==> src/rtl/game_winner_n.sv <==
// game_winner_n
// -------------
// Purpose: decides the winner of a multi-player game. Start moves the block
// from IDLE to PLAY and latches Mode. In PLAY, the game ends when Stop is
// high, or, in target mode, when any score reaches TARGET. The scores are
// then snapshotted. DECIDE visits one player per clock edge and keeps a
// running maximum and a winner mask. After the last player the result is
// registered and Done pulses for one cycle. RESULT holds the outputs until
// the next Start.
//
// Build option: define GAME_WINNER_N_TIEBREAK_EN to resolve ties to the
// lowest-index tied player (one-hot Win, Tie always 0). Without it, all
// tied players are flagged in Win and Tie is raised. Scan latency is the
// same in both builds.
//
// Ports:
//   Clk       in   clock, rising edge
//   Rst       in   synchronous active-low reset
//   Start     in   begin a new game (IDLE/RESULT only), Mode sampled with it
//   Mode      in   0 = timer mode, 1 = target mode
//   Stop      in   timer-expired / abort level (PLAY only)
//   Scores    in   packed scores, player p at [p*SCORE_W +: SCORE_W]
//   Win       out  winner mask
//   WinnerIdx out  index of lowest set Win bit
//   Tie       out  more than one Win bit set
//   Done      out  one-cycle pulse when a result becomes valid
//   Busy      out  high in PLAY and DECIDE
module game_winner_n #(
  parameter int NUM_PLAYERS = 4,
  parameter int SCORE_W     = 4,
  parameter int TARGET      = 15,
  localparam int IW = (NUM_PLAYERS > 2) ? $clog2(NUM_PLAYERS) : 1
) (
  input  logic                           Clk,
  input  logic                           Rst,
  input  logic                           Start,
  input  logic                           Mode,
  input  logic                           Stop,
  input  logic [NUM_PLAYERS*SCORE_W-1:0] Scores,
  output logic [NUM_PLAYERS-1:0]         Win,
  output logic [IW-1:0]                  WinnerIdx,
  output logic                           Tie,
  output logic                           Done,
  output logic                           Busy
);

  localparam logic [1:0] S_IDLE   = 2'd0;
  localparam logic [1:0] S_PLAY   = 2'd1;
  localparam logic [1:0] S_DECIDE = 2'd2;
  localparam logic [1:0] S_RESULT = 2'd3;

  localparam logic [SCORE_W-1:0] TARGET_W = SCORE_W'(TARGET);
  localparam logic [IW-1:0]      LAST_IDX = IW'(NUM_PLAYERS - 1);

  logic [1:0]             state;
  logic                   mode_q;
  logic [IW-1:0]          scan_idx;
  logic [SCORE_W-1:0]     run_max;
  logic [NUM_PLAYERS-1:0] run_mask;
  logic [SCORE_W-1:0]     snap [NUM_PLAYERS];

  logic                   target_hit;
  logic                   trigger;
  logic [SCORE_W-1:0]     cur_score;
  logic [NUM_PLAYERS-1:0] cur_onehot;
  logic [SCORE_W-1:0]     next_max;
  logic [NUM_PLAYERS-1:0] next_mask;
  logic [IW-1:0]          final_idx;
  logic [NUM_PLAYERS-1:0] final_win;
  logic                   final_tie;

  assign Busy = (state == S_PLAY) || (state == S_DECIDE);

  // Any live score at or above the target, compared unsigned at full width.
  always_comb begin
    target_hit = 1'b0;
    for (int p = 0; p < NUM_PLAYERS; p++) begin
      if (Scores[p*SCORE_W +: SCORE_W] >= TARGET_W) begin
        target_hit = 1'b1;
      end
    end
  end

  // Stop and a target reach in the same cycle form a single OR'd trigger.
  assign trigger = Stop || (mode_q && target_hit);

  // One scan step: fold the current player into the running max and mask.
  // The first player always matches or beats the cleared max of 0, so the
  // mask is never empty once a player has been folded in.
  always_comb begin
    cur_score  = snap[scan_idx];
    cur_onehot = NUM_PLAYERS'(1) << scan_idx;
    next_max   = run_max;
    next_mask  = run_mask;
    if (cur_score > run_max) begin
      next_max  = cur_score;
      next_mask = cur_onehot;
    end else if (cur_score == run_max) begin
      next_mask = run_mask | cur_onehot;
    end
  end

  // Lowest set bit of the completed mask.
  always_comb begin
    final_idx = '0;
    for (int p = NUM_PLAYERS - 1; p >= 0; p--) begin
      if (next_mask[p]) begin
        final_idx = IW'(p);
      end
    end
  end

`ifdef GAME_WINNER_N_TIEBREAK_EN
  assign final_win = NUM_PLAYERS'(1) << final_idx;
  assign final_tie = 1'b0;
`else
  // Clearing the lowest set bit leaves something only if two or more were set.
  assign final_win = next_mask;
  assign final_tie = |(next_mask & (next_mask - NUM_PLAYERS'(1)));
`endif

  always_ff @(posedge Clk) begin
    if (!Rst) begin
      state     <= S_IDLE;
      mode_q    <= 1'b0;
      scan_idx  <= '0;
      run_max   <= '0;
      run_mask  <= '0;
      Win       <= '0;
      WinnerIdx <= '0;
      Tie       <= 1'b0;
      Done      <= 1'b0;
      for (int p = 0; p < NUM_PLAYERS; p++) begin
        snap[p] <= '0;
      end
    end else begin
      Done <= 1'b0;
      case (state)
        S_IDLE: begin
          if (Start) begin
            mode_q <= Mode;
            state  <= S_PLAY;
          end
        end
        S_PLAY: begin
          if (trigger) begin
            for (int p = 0; p < NUM_PLAYERS; p++) begin
              snap[p] <= Scores[p*SCORE_W +: SCORE_W];
            end
            scan_idx <= '0;
            run_max  <= '0;
            run_mask <= '0;
            state    <= S_DECIDE;
          end
        end
        S_DECIDE: begin
          run_max  <= next_max;
          run_mask <= next_mask;
          scan_idx <= scan_idx + IW'(1);
          if (scan_idx == LAST_IDX) begin
            Win       <= final_win;
            WinnerIdx <= final_idx;
            Tie       <= final_tie;
            Done      <= 1'b1;
            scan_idx  <= '0;
            state     <= S_RESULT;
          end
        end
        S_RESULT: begin
          if (Start) begin
            Win       <= '0;
            WinnerIdx <= '0;
            Tie       <= 1'b0;
            mode_q    <= Mode;
            state     <= S_PLAY;
          end
        end
        default: state <= S_IDLE;
      endcase
    end
  end

endmodule

==> config.mk <==
export PLATFORM = sky130hd
export DESIGN_NAME = game_winner_n
export DESIGN_NICKNAME = d
export VERILOG_FILES = /design/src/rtl/game_winner_n.sv
export SDC_FILE = /design/constraint.sdc
export NUM_CORES = 1
export LEC_CHECK = 0
export ABC_AREA = 1
export CAP_MARGIN = 15
export CORE_MARGIN = 5
export CORE_UTILIZATION = 48
export DETAILED_ROUTE_END_ITERATION = 10
export MAX_ROUTING_LAYER = met4
export PLACE_DENSITY = 0.72
export SETUP_SLACK_MARGIN = 0.02
export SLEW_MARGIN = 20
export SYNTH_ARGS = -nofsm -noshare
export SYNTH_HDL_FRONTEND = slang
export SYNTH_SLANG_ARGS = --single-unit
==> constraint.sdc <==
create_clock -name Clk -period 2.4 [get_ports Clk]
set_input_delay 0.48 -clock Clk [delete_from_list [all_inputs] [get_ports Clk]]
set_output_delay 0.48 -clock Clk [all_outputs]
set_load 0.02 [all_outputs]
==> reports/metrics.cfg, run 1 <==
[power]
clkPwrFrac_pct=19.5
p_int_w=0.00158
combPwrFrac_pct=47.7
power_density_nw_per_um2=1070
p_leak_nw=1.09
power.switching_w=0.00113
vdd_ir_drop_max_mv=0.524
power_frac_seq_pct=32.8
swShare_pct=41.7

[finish]
fillers=366
n_antenna_cell=0
regArea_sq_um=941
syn2layout_area_growth_pct=24.6
nets=326
postLayoutCoreUtil_pct=62.2
fin_area_sq_um=2520
multi_input_area_sq_um=943
drive_gt1_share_pct=11.9
final_cells=345

[worst_setup_path]
worstPathRequired_ps=1920
r2r_slack_ps=250
worstSetupPathType=reg2out
arrival_ps=1800
startpoint_type=flip-flop
crit_fanout=4
endpoint_kind=output port

[clock_network]
post_cts_buffers=0
clk_pin_slew_ps=70
cts_tree=built
clkLatencyLatePin_ps=290
cts_buffers=5
cts_buffer_depth=2
cts_resized=0
cts.htree.levels=2
clockRootBuffer=clkbuf_8
cts.sinks=39
cts_hold_buf=0

[synth]
post-synth-top-area-cell=edfxtp_1
synthFlopType=dfxtp_1
yosys.area.top_type_share_pct=23.7
synth_commonest_cells=nor2_1 (46), nand2_1 (44), inv_1 (38)
synth.distinct_cells=24
ys_seq_area_share_pct=46.4
syn_area_sq_um=2030
ys_ff_latch=39
avgSynthCellArea_sq_um=7.83
yosysMostFrequentCell=nor2_1
ys.warnings.count=0
synth_edf_count=16
synth_area_leaders=edfxtp_1 (24%), dfxtp_1 (23%), nor2_1 (8.5%), nand2_1 (8.1%), inv_1 (7.0%)
synthCells=259
ys_async_sr_fraction_pct=0
syn_nets=291

[sta]
grt_setup_unrepaired=no
tns_ps=0
period_needed_ps=2280
worst_slew_pin_slew_ps=446
fin_crit_sh_pct=95.1
setup_ws_ps=118
finalHoldViolCount=0
finalSetupViolations=0
slew_viol_final=0
fmax_mhz=438
clock_skew_ps=9.74
max_slew_margin_pct=70.2

[global_routing]
grt_max_degree=17
grt_antenna_before_repair=0
grt_util_all_layers_pct=16.8
gr-total-overflow=0
first_global_vias=1576
grt_pass1_wl_mm=6.98

[routing]
dr.max_layer_used=met4
viasPerCell=4.97
drt_first_pass_iters=4
drt_iter0_markers=65
antenna_left=0
wl_per_cell_um=12.0
drc=0
wl_met1_mm=1.92
routed_wl_mm=4.14
routed-wl-met2_mm=1.90
via_count=1713
routed-wl-met3_um=308

[floorplan]
die_h_um=75.0
dieArea_sq_um=5620
start_util_pct=50.0
die_w_um=75.0
row_count=23
coreArea_sq_um=4060
io_pins=30

[min_path]
hp-class=reg2reg

[place]
dp_worst_setup_slack_ps=231
gp_congestion=0.863
hpwl_mm=3.19
io_buffer_count=29
dpl.cell_count=337
dpl_cell_area_sq_um=2380

[status]
outcome=complete, no violations

[flow_run]
drv_cap=0

[metal layers]
metal	track usage, %	vias to the layer above
li1	-	909
met1	22.6	751
met2	26.1	51
met3	3.60	2
met4	3.56	0
met5	-	-
[power by group through the flow]
stage / Sequential [W] / Clock (W) / Combinational [W]
floorplan: 0.000876 / 0 / 0.000912
global placement: 0.000898 / 0 / 0.00117
detailed placement: 0.000899 / 0 / 0.00119
CTS: 0.000885 / 0.000536 / 0.00121
global route: 0.000901 / 0.000563 / 0.00147
finish: 0.000888 / 0.000528 / 0.00129
[flip-flops by register name, summed over array words and instances, names as in the netlist, named ones only]
| signal | flops |
|---|---|
| Done | 1 |
| Tie | 1 |
| Win | 4 |
| WinnerIdx | 2 |
| mode_q | 1 |
| run_mask | 4 |
| run_max | 4 |
| scan_idx | 2 |
| snap | 16 |
| state | 2 |
[cell type report]
class / instances / share of cell area, %
multi-input cells: 174 / 37.4
flip-flops and latches: 39 / 37.3
repair buffers: 32 / 12.4
inverters: 42 / 6.24
clock buffers: 5 / 2.73
well taps: 50 / 2.48
clock inverters: 3 / 1.54
[critical path: stages, from the launching register on]
cell             delay, ps
dfxtp_1                380
inv_1                   60
ha_1                   320
inv_1                  130
clkdlybuf4s50_1        630
[layout by cell type (no fill, tap or decap), types with 2 or more instances in the layout]
cell	n
nor2_1	44
nand2_1	43
inv_1	37
clkdlybuf4s50_1	29
dfxtp_1	23
a21oi_1	19
edfxtp_1	16
o21ai_0	13
nand3_1	11
ha_1	10
nand2_2	8
nand4_1	6
inv_2	5
o21ai_1	5
clkbuf_8	5
a21oi_2	4
buf_4	3
nor2_4	2
nand2_4	2
[stage by stage]
step / hold slack [ps] / power [W]
after global placement: 451 / 0.00207
after floorplan: 435 / 0.00179
after global routing: 482 / 0.00294
after detailed placement: 455 / 0.00209
after CTS: 467 / 0.00263
final: 464 / 0.00271
[path summary, 6_finish.rpt]
kind,from,to,cells after the start
max,state[0]$_SDFFE_PN0P_,Busy,4
min,Win[0]$_SDFFE_PN0P_,Win[0]$_SDFFE_PN0P_,2
max reg2reg,flip-flop,run_max[3]$_SDFFE_PN0P_,15
min reg2reg,Win[0]$_SDFFE_PN0P_,Win[0]$_SDFFE_PN0P_,2
[cells by family (layout without fill, tap and decap cells)]
logic type | after synthesis | count (layout) | synth area share (%)
fa+ha+maj | 11 | 11 | 6.79
simple gates | 120 | 120 | 26.5
compound gates | 43 | 43 | 11.5
flops | 39 | 39 | 46.4
buf+inv | 46 | 82 | 8.70
No activity file was read; power rests on OpenSTA's default activity.
==> inputs of run 2 (changes only) <==
--- a/config.mk
+++ b/config.mk
@@ -13,7 +13,6 @@
 export MAX_ROUTING_LAYER = met4
 export PLACE_DENSITY = 0.72
 export SETUP_SLACK_MARGIN = 0.02
-export SLEW_MARGIN = 20
 export SYNTH_ARGS = -nofsm -noshare
 export SYNTH_HDL_FRONTEND = slang
 export SYNTH_SLANG_ARGS = --single-unit
==> results of run 2 <==
Same layout as run 1: the final DEF is identical, and so are final timing and power.
